[config.mk]
export PLATFORM = sky130hd
export DESIGN_NAME = axi_addr_router
export DESIGN_NICKNAME = d
export VERILOG_FILES = /design/src/rtl/axi_router_pkg.sv /design/src/rtl/addr_range_match.sv /design/src/rtl/axi_addr_router.sv
export SDC_FILE = /design/constraint.sdc
export NUM_CORES = 1
export LEC_CHECK = 0
export ABC_AREA = 0
export CELL_PAD_IN_SITES_DETAIL_PLACEMENT = 0
export CELL_PAD_IN_SITES_GLOBAL_PLACEMENT = 2
export CORE_MARGIN = 1.5
export CORE_UTILIZATION = 22
export CTS_CLUSTER_DIAMETER = 40
export DETAILED_ROUTE_END_ITERATION = 10
export HOLD_SLACK_MARGIN = 0.06
export PLACE_DENSITY = 0.72
export RECOVER_POWER = 25
export SYNTH_ARGS = -nofsm -noshare
export SYNTH_HDL_FRONTEND = slang
export SYNTH_SLANG_ARGS = --single-unit
[constraint.sdc]
create_clock -name ACLK -period 3.4 [get_ports ACLK]
set_input_delay 0.68 -clock ACLK [delete_from_list [all_inputs] [get_ports ACLK]]
set_output_delay 0.68 -clock ACLK [all_outputs]
set_load 0.01 [all_outputs]
[src/rtl/axi_router_pkg.sv]
// Shared definitions for the AXI address router: default address map,
// derived counter states and the priority base/mask decode function.
package axi_router_pkg;

  localparam int DEF_ADDR_WIDTH = 32;
  localparam int DEF_SLAVE_NUM  = 3;

  // Upper bounds used by the width-independent decode function
  localparam int MAX_SLAVE_NUM  = 16;
  localparam int MAX_ADDR_WIDTH = 64;

  // Slave i occupies slice i (slice 0 is the rightmost word)
  localparam logic [DEF_SLAVE_NUM*DEF_ADDR_WIDTH-1:0] DEF_SLAVE_BASE =
    {32'h1000_0000, 32'h0001_0000, 32'h0000_0000};
  localparam logic [DEF_SLAVE_NUM*DEF_ADDR_WIDTH-1:0] DEF_SLAVE_MASK =
    {32'hF000_0000, 32'hFFFF_0000, 32'hFFFF_0000};

  // Occupancy view of the outstanding counter
  typedef enum logic [1:0] {
    CNT_IDLE,
    CNT_ACTIVE,
    CNT_FULL
  } cntState_e;

  // Returns a one-hot target: lowest matching slave index wins,
  // bit slaveNum marks the DECERR pseudo-slave when nothing matches.
  function automatic logic [MAX_SLAVE_NUM:0] decodeTarget(
    input logic [MAX_ADDR_WIDTH-1:0]               addr,
    input logic [MAX_SLAVE_NUM*MAX_ADDR_WIDTH-1:0] base,
    input logic [MAX_SLAVE_NUM*MAX_ADDR_WIDTH-1:0] mask,
    input int                                      slaveNum
  );
    logic [MAX_SLAVE_NUM:0] tgt;
    logic                   found;
    tgt   = '0;
    found = 1'b0;
    for (int i = 0; i < MAX_SLAVE_NUM; i++) begin
      if (!found && (i < slaveNum) &&
          ((addr & mask[i*MAX_ADDR_WIDTH +: MAX_ADDR_WIDTH]) ==
           base[i*MAX_ADDR_WIDTH +: MAX_ADDR_WIDTH])) begin
        tgt[i] = 1'b1;
        found  = 1'b1;
      end
    end
    if (!found) begin
      tgt[slaveNum[4:0]] = 1'b1;
    end
    return tgt;
  endfunction

endpackage

[src/rtl/addr_range_match.sv]
// Purely combinational priority base/mask matcher. Produces a
// (SLAVE_NUM+1)-bit one-hot target; the top bit is the DECERR slave.
module addr_range_match
  import axi_router_pkg::*;
#(
  parameter int                                SLAVE_NUM  = DEF_SLAVE_NUM,
  parameter int                                ADDR_WIDTH = DEF_ADDR_WIDTH,
  parameter logic [SLAVE_NUM*ADDR_WIDTH-1:0]   SLAVE_BASE = DEF_SLAVE_BASE,
  parameter logic [SLAVE_NUM*ADDR_WIDTH-1:0]   SLAVE_MASK = DEF_SLAVE_MASK
) (
  input  logic [ADDR_WIDTH-1:0] i_addr,
  output logic [SLAVE_NUM:0]    o_target
);

  logic [MAX_ADDR_WIDTH-1:0]               w_addrPad;
  logic [MAX_SLAVE_NUM*MAX_ADDR_WIDTH-1:0] w_basePad;
  logic [MAX_SLAVE_NUM*MAX_ADDR_WIDTH-1:0] w_maskPad;
  logic [MAX_SLAVE_NUM:0]                  w_full;
  logic                                    w_unused;

  // Widen address and map into the fixed-size layout the decode function expects
  always_comb begin
    w_addrPad = '0;
    w_basePad = '0;
    w_maskPad = '0;
    w_addrPad[ADDR_WIDTH-1:0] = i_addr;
    for (int i = 0; i < SLAVE_NUM; i++) begin
      w_basePad[i*MAX_ADDR_WIDTH +: ADDR_WIDTH] = SLAVE_BASE[i*ADDR_WIDTH +: ADDR_WIDTH];
      w_maskPad[i*MAX_ADDR_WIDTH +: ADDR_WIDTH] = SLAVE_MASK[i*ADDR_WIDTH +: ADDR_WIDTH];
    end
  end

  assign w_full   = decodeTarget(w_addrPad, w_basePad, w_maskPad, SLAVE_NUM);
  assign o_target = w_full[SLAVE_NUM:0];
  assign w_unused = ^w_full;

endmodule

[src/rtl/axi_addr_router.sv]
// AXI address router: decodes AxADDR to a one-hot slave select (or DECERR),
// registers it behind a valid/ready stage and stalls requests to a different
// slave while earlier transactions are still outstanding.
// Optional: define AXI_ROUTER_STALL_CNT_EN to add the 16-bit saturating
// stall_cnt output counting ordering/full stalls.
module axi_addr_router
  import axi_router_pkg::*;
#(
  parameter int                              SLAVE_NUM       = DEF_SLAVE_NUM,
  parameter int                              ADDR_WIDTH      = DEF_ADDR_WIDTH,
  parameter int                              MAX_OUTSTANDING = 4,
  parameter logic [SLAVE_NUM*ADDR_WIDTH-1:0] SLAVE_BASE      = DEF_SLAVE_BASE,
  parameter logic [SLAVE_NUM*ADDR_WIDTH-1:0] SLAVE_MASK      = DEF_SLAVE_MASK
) (
  input  logic                                   ACLK,
  input  logic                                   ARESETn,
  input  logic [ADDR_WIDTH-1:0]                  s_addr,
  input  logic                                   s_valid,
  output logic                                   s_ready,
  output logic [ADDR_WIDTH-1:0]                  m_addr,
  output logic [SLAVE_NUM-1:0]                   m_select,
  output logic                                   m_decerr,
  output logic                                   m_valid,
  input  logic                                   m_ready,
  input  logic                                   rsp_done,
`ifdef AXI_ROUTER_STALL_CNT_EN
  output logic [15:0]                            stall_cnt,
`endif
  output logic [$clog2(MAX_OUTSTANDING+1)-1:0]   outstanding
);

  localparam int              CNT_W   = $clog2(MAX_OUTSTANDING + 1);
  localparam logic [CNT_W-1:0] CNT_MAX = CNT_W'(MAX_OUTSTANDING);
  localparam logic [CNT_W-1:0] CNT_ONE = CNT_W'(1);

  logic [SLAVE_NUM:0]    w_target;
  logic                  w_block;
  logic                  w_accept;
  logic                  w_rspDec;
  cntState_e             w_cntState;

  logic [ADDR_WIDTH-1:0] r_addr;
  logic [SLAVE_NUM-1:0]  r_select;
  logic                  r_decerr;
  logic                  r_valid;
  logic [CNT_W-1:0]      r_cnt;
  logic [SLAVE_NUM:0]    r_lastTgt;

  addr_range_match #(
    .SLAVE_NUM  (SLAVE_NUM),
    .ADDR_WIDTH (ADDR_WIDTH),
    .SLAVE_BASE (SLAVE_BASE),
    .SLAVE_MASK (SLAVE_MASK)
  ) u_match (
    .i_addr   (s_addr),
    .o_target (w_target)
  );

  // Registered state only: a same-cycle rsp_done does not unblock
  assign w_block  = (r_cnt == CNT_MAX) || ((r_cnt != '0) && (w_target != r_lastTgt));
  assign s_ready  = (!r_valid || m_ready) && !w_block;
  assign w_accept = s_valid && s_ready;
  assign w_rspDec = rsp_done && (r_cnt != '0);

  // Output stage and outstanding counter
  always_ff @(posedge ACLK) begin
    if (!ARESETn) begin
      r_addr    <= '0;
      r_select  <= '0;
      r_decerr  <= 1'b0;
      r_valid   <= 1'b0;
      r_cnt     <= '0;
      r_lastTgt <= '0;
    end else begin
      if (w_accept) begin
        r_addr    <= s_addr;
        r_select  <= w_target[SLAVE_NUM-1:0];
        r_decerr  <= w_target[SLAVE_NUM];
        r_lastTgt <= w_target;
        r_valid   <= 1'b1;
      end else if (m_ready) begin
        r_valid   <= 1'b0;
      end
      if (w_accept && !w_rspDec) begin
        r_cnt <= r_cnt + CNT_ONE;
      end else if (!w_accept && w_rspDec) begin
        r_cnt <= r_cnt - CNT_ONE;
      end
    end
  end

  // Occupancy classification of the counter, used by the checks below
  always_comb begin
    w_cntState = CNT_ACTIVE;
    if (r_cnt == '0) begin
      w_cntState = CNT_IDLE;
    end else if (r_cnt == CNT_MAX) begin
      w_cntState = CNT_FULL;
    end
  end

  assign m_addr      = r_addr;
  assign m_select    = r_select;
  assign m_decerr    = r_decerr;
  assign m_valid     = r_valid;
  assign outstanding = r_cnt;

`ifdef AXI_ROUTER_STALL_CNT_EN
  logic        w_stall;
  logic [15:0] r_stallCnt;

  assign w_stall = s_valid && (!r_valid || m_ready) && w_block;

  // Saturating count of cycles lost to ordering or full stalls
  always_ff @(posedge ACLK) begin
    if (!ARESETn) begin
      r_stallCnt <= '0;
    end else if (w_stall && (r_stallCnt != 16'hFFFF)) begin
      r_stallCnt <= r_stallCnt + 16'd1;
    end
  end

  assign stall_cnt = r_stallCnt;
`endif

  a_rspWhileIdle: assert property (@(posedge ACLK) disable iff (!ARESETn)
    rsp_done |-> (w_cntState != CNT_IDLE));

  a_noAcceptWhenFull: assert property (@(posedge ACLK) disable iff (!ARESETn)
    (w_cntState == CNT_FULL) |-> !s_ready);

endmodule

======== Word level (Yosys, flattened, before mapping) ========
Index checks and enable logic that the tools add are counted.
word-level totals
  flip-flop bits (word level) ............. 44
  latch bits .............................. 0
  RAM bits ................................ 0
  memory bits (read-only) ................. 0
  input port bits ......................... 37
  memories ................................ 0
cells by class
  add/subtract/negate cells ............... 2
  $mul .................................... 0
  divide/modulo/power cells ............... 0
  $lt $le $gt $ge ......................... 0
  equal/unequal tests ..................... 4
  shift-type cells ........................ 0
  multiplexer cells ....................... 10
  bitwise gates (word level) .............. 0
  reduce and logical (&&, ||, !) cells .... 20
operators by type and width
  operator                                              number
  zero test 64 bit                                      1
  equality test 16 x 1 -> 1 bit, second input constant  1
  logical AND 1 bit                                     8
  2-to-1 mux 1 bit                                      8
  zero test 1 bit                                       6
  2-to-1 mux 3 bit                                      2
  equality test 4 x 1 -> 1 bit, second input constant   1
  inequality test 4 bit                                 1
  nonzero test 2 bit                                    2
  adder 3 x 1 -> 3 bit, second input constant           1
  equality test 3 bit, second input constant            1
  nonzero test 3 bit                                    1
  subtractor 3 x 1 -> 3 bit, second input constant      1
  logical OR 1 bit                                      2

======== Longest topological paths before layout ========
  depth after elaboration ................. 19
  gate-level depth with buffers ........... 12

======== Cells and area by module ========
From an unflattened synthesis, not the netlist that was laid out.
unflattened totals
  cells, all modules ...................... 200
  area total of the unflattened synthesis .. 1820.5 µm²
modules (own cells, without submodules)
  module            times used  cells each  area an instance (µm²)
  axi_addr_router   1           191         1747.9
  addr_range_match  1           9           72.6

======== Worst setup path before layout ========
Ideal clock, no wire load.
  path type ............................... input port to flip-flop
  start point ............................. input port s_addr[19]
  end point ............................... register r_cnt[2] (netlist: outstanding[2])
  library setup time ...................... 0.076 ns
  arrival ................................. 3.368 ns
  path slack .............................. -0.043 ns
  stages .................................. 12
  path buffers ............................ 0
  cells stage by stage .................... nor4_1 -> nand4_1 -> mux2i_1 -> o31ai_4 -> nand2_4 -> inv_1 -> ha_1 -> inv_1 -> fa_1 -> xor2_1 -> or3_1 -> a21boi_0
between the ends
  cells in the longest elaborated chain, start to end .. 18
  elaborated cells between the ends (all ways) .. 23
  those cells by class .................... eq/ne: 2; mux: 7; reduce/logical: 14
RTL lines
  what                          RTL line               text
  from (decl)                   axi_addr_router.sv:17  input logic [ADDR_WIDTH-1:0] s_addr,
  zero test 64 bit              axi_router_pkg.sv:39   ((addr & mask[i*MAX_ADDR_WIDTH +: MAX_ADDR_WIDTH]) ==
  2-to-1 mux 1 bit              axi_router_pkg.sv:38   if (!found && (i < slaveNum) &&
  zero test 1 bit               axi_router_pkg.sv:38
  logical AND 1 bit             axi_router_pkg.sv:38
  2-to-1 mux 1 bit              axi_router_pkg.sv:38
  zero test 1 bit               axi_router_pkg.sv:38
  logical AND 1 bit             axi_router_pkg.sv:38
  2-to-1 mux 1 bit              axi_router_pkg.sv:38
  (+3 left out)                 --
  logical OR 1 bit (*)          axi_addr_router.sv:60  assign w_block = (r_cnt == CNT_MAX) || ((r_cnt != '0) && (w_target != r_lastTgt));
  zero test 1 bit (*)           axi_addr_router.sv:61  assign s_ready = (!r_valid || m_ready) && !w_block;
  logical AND 1 bit (*)         axi_addr_router.sv:61
  logical AND 1 bit (*)         axi_addr_router.sv:62  assign w_accept = s_valid && s_ready;
  net w_accept                  axi_addr_router.sv:38  logic w_accept;
  zero test 1 bit               axi_addr_router.sv:86  end else if (!w_accept && w_rspDec) begin
  logical AND 1 bit             axi_addr_router.sv:86
  nonzero test 2 bit (no line)  --
  to (signal assigned)          axi_addr_router.sv:85  r_cnt <= r_cnt + CNT_ONE;
  to (signal assigned)          axi_addr_router.sv:87  r_cnt <= r_cnt - CNT_ONE;
  to (decl)                     axi_addr_router.sv:46  logic [CNT_W-1:0] r_cnt;
The timed path passes the listed nets; every way through them passes the cells marked *.
A chain may end at the register's enable or synchronous reset.

======== Final worst setup path ========
  start point ............................. input port s_addr[31]
  end point ............................... register r_cnt[2] (netlist: outstanding[2])
The elaborated chain is that of the path after synthesis.

==> key figures <==
Run status
  • Status: completed

STA
  • Period Utilization, post-route: 95.4%
  • Number of pins exceeding their max-slew limit in the final report: 0
  • Post-Route Hold Slack: 0.462 ns
  • Minimum clock period after layout: 3.24 ns
  • Fmax: 308 MHz
  • Slew at the pin with the worst max-slew slack: about 0.5 ns
  • Setup Total Neg Slack: 0 ns
  • Worst relative slew slack: about two thirds
  • Final number of setup-violating endpoints: 0
  • Final number of hold-violating endpoints: 0
  • Worst Skew: 0.00264 ns
  • RSZ-0062 raised after global routing: no
  • Final Worst Setup Slack: around 0.16 ns

Placed design
  • Post-placement cell area: about 0.0027 mm^2
  • Instance count after placement with tap cells included: 355
  • Count of buffers from port buffering: slightly below 80
  • Global placement routability congestion: roughly 0.76
  • Estimated wirelength of the detail-placed design: around 3600 um
  • Worst Setup Slack post-DPL: -0.392 ns

CTS
  • Clock latency at the later pin of the worst-skew pair: between 0.2 and 0.3 ns
  • Number of H-tree levels: 2
  • Max Buffers Root-to-Sink: 2
  • Root buffer cell: clkbuf_8
  • TritonCTS buffer count: 5
  • # clock sinks: 40
  • Hold buffer count at CTS: 0
  • Clock tree from TritonCTS: yes
  • Clock-pin slew on the worst setup and hold paths: around 0.080 ns

Setup path
  • Capture instance of the worst register-to-register path: outstanding[2]
  • Worst-path cell chain: dlygate4sd2_1, or4b_4, xor2_1, o21ai_1, o31ai_4, nand2_4, inv_2, ha_2, inv_1, fa_1, xor2_1, or3_1, a21boi_1
  • Top Family by Delay on Critical Path: simple AND/OR/NAND/NOR gates
  • Worst r2r path cells: 13
  • Critical Path End Type: flip-flop
  • Signal arrival time at the worst endpoint: roughly 3.5 ns
  • First element of the critical path: s_addr[31]
  • Slack of the worst reg-to-reg path: a little over 0.7 ns
  • Critical path depth in cells: 13
  • Maximum fanout encountered on the critical timing path: 3
  • Critical path's largest stage delay: 0.57 ns
  • Top cell by count, worst path: xor2_1
  • CP endpoint: outstanding[2]
  • Setup crit start kind: primary input
  • Number of buffers and inverters on the critical path: 3
  • Beginning of the worst register-to-register path: m_decerr
  • Worst-path cell with the longest stage delay: or4b_4
  • Data required time at the worst endpoint: approximately 3.6 ns
  • Type of the worst setup path: primary input to flip-flop

Global routing
  • Total Routing Usage GR: a little over an eighth
  • Global route overflow: 0
  • Global-route wire length before repair: between 8000 and 9000 um
  • Antenna violations before repair: 1
  • Maximum number of pins on one net before global-route repair: 57
  • Number of global-route vias before repair: ~1800

Pwr
  • Total power consumption of the routed design: approximately 2 mW
  • Power density over the cells: 680 mW/mm^2
  • Cell internal power dissipation: between 1 and 1.5 mW
  • Seq pwr share: between 30% and 40%
  • Combinational share of power: between 40% and 50%
  • Sw Pwr: 0.728 mW
  • Net switching fraction of the power: 37.5%
  • Leakage component of the power: 1.25 nW
  • VDD IR max: ~0.00026 V
  • Clock group share of total power: between 15 and 20%

Logic synthesis
  • Synth Flop Type: dfxtp_1
  • Post-synthesis async set-or-reset flop share: 0%
  • Cell count after synthesis: roughly 180
  • Total of flip-flops plus latches after synthesis: 40
  • Synthesized area divided by synthesized cell count: between 10 and 15 um^2
  • Proportion of synthesized chip area in sequential cells: around 45%
  • Yosys synthesis warning count: 0
  • Post-synthesis cell area: ~0.0018 mm^2
  • Number of synthesized flops with an enable pin: 0
  • Syn_nets: 214
  • Number of distinct library cells after synthesis: 36

Route
  • Vias after detailed routing: between 1500 and 2000
  • DRC: 0
  • Number of design-rule violations left by the first detailed-router iteration: between 100 and 150
  • Routed len/inst: 15.0 um
  • Via density per instance: about 4.8
  • Final ANT Viol Nets: 0
  • First-pass DRT Iterations: 6
  • Detailed Route WL: roughly 5500 um

Worst hold path
  • Min-Delay Path Class: flip-flop to flip-flop

Final layout
  • Relative area change from synthesis to final layout: 59.9%
  • Non-Filler Cell Area, Final: about 0.0029 mm^2
  • Fillcell total: about 820
  • Fraction of final layout cells with drive strength greater than 1: between 10% and 20%
  • Layout Utilization: 36.6%
  • Final Instance Count excl. Fillers: 365
  • Number of nets in the layout: 300

Run
  • Max-cap violations: 0

Floorplanning
  • Die X-Extent: between 90 and 100 um
  • Effective utilization at floorplan: between 20% and 30%
  • Die ar.: a little under 0.009 mm^2
  • Number of rows in the core area: 32
  • Area of the placeable core: 0.00781 mm^2
  • Height of the die: 93.1 um
  • Number of top-level pins: 78
repair_timing:
action / 4_1_cts / 5_1_grt
resized for setup: 10 / 6
pin swaps: 3 / 4
setup buffers: 0 / 1
endpoints found under the setup margin: 2 / 2
layout by cell type (no fill, tap or decap), types with 2 or more instances in the layout:
master / n
dlygate4sd2_1: 5
dfxtp_1: 40
nand2b_1: 4
buf_4: 20
and3_1: 31
xor2_1: 2
clkdlybuf4s50_1: 45
nor3_1: 2
a32o_1: 33
clkbuf_1: 2
clkbuf_8: 6
nand2_1: 5
nor4_1: 3
nand4_1: 2
o22ai_1: 2
dlymetal6s2s_1: 5
mux2i_1: 2
o21ai_0: 2
dlygate4sd3_1: 20
nor2_1: 4
nor4_2: 2
sequential cells by signal, indices dropped and copies added, names as in the netlist:
signal       count
m_valid          1
r_lastTgt        1
m_select         2
outstanding      3
m_decerr         1
m_addr          32
power by group through the flow:
stage / registers, mW / logic (mW) / clock network, mW
finish: 0.653 / 0.955 / 0.333
floorplan: 0.707 / 0.477 / 0
global placement: 0.670 / 0.989 / 0
CTS: 0.658 / 0.993 / 0.353
detailed placement: 0.667 / 0.995 / 0
global route: 0.670 / 1.05 / 0.370
worst min-delay path by stage:
stage,from,end,cells past startpoint
after floorplan,m_addr[16],m_addr[16],2
after CTS,m_addr[16],m_addr[16],2
after global placement,m_addr[16],m_addr[16],2
after detailed placement,m_addr[16],m_addr[16],2
final,m_addr[16],m_addr[16],2
after global routing,m_addr[9],m_addr[9],1
cells by family after synthesis:
logic type / share of synthesized area, %
compound gates: 24.4
xor+xnor: 1.47
fa+ha+maj: 1.82
buf+inv: 5.53
flops: 44.8
mux: 1.12
simple gates: 20.8
cells in the mapped netlist, types with 3 or more instances:
master    number  share of area (%)
clkbuf_1      14                2.9
and3_1        31                 11
nor2_1         4               0.84
buf_6          3                1.9
a32o_1        33                 18
nand2_1        5                1.1
o21ai_0        3               0.84
nor4_1         5                1.8
nand2b_1       4                1.4
dfxtp_1       40                 45
routing by layer:
metal | up-vias | GRT usage, % | routed length (um)
met4 | 0 | 3.41 | 57
met1 | 836 | 17.5 | 2550
li1 | 864 | - | -
met2 | 54 | 20.3 | 2530
met5 | - | 0 | 0
met3 | 5 | 3.82 | 330
area by class of cell:
| class | count | area [um^2] | area share (%) |
|---|---|---|---|
| well taps | 102 | 128 | 4.47 |
| repair buffers | 97 | 922 | 32.3 |
| clock buffers | 8 | 90.1 | 3.15 |
| flip-flops and latches | 40 | 801 | 28.0 |
| inverters | 2 | 7.51 | 0.263 |
| multi-input cells | 115 | 906 | 31.7 |
| diodes | 1 | 2.50 | 0.0876 |
tightest hold or removal path, cell delays in order, from the launching register on:
cell and delay [ns]:
dfxtp_1 0.31, nand2_1 0.05, o21ai_0 0.06
Power figures use the tool's default switching activity.
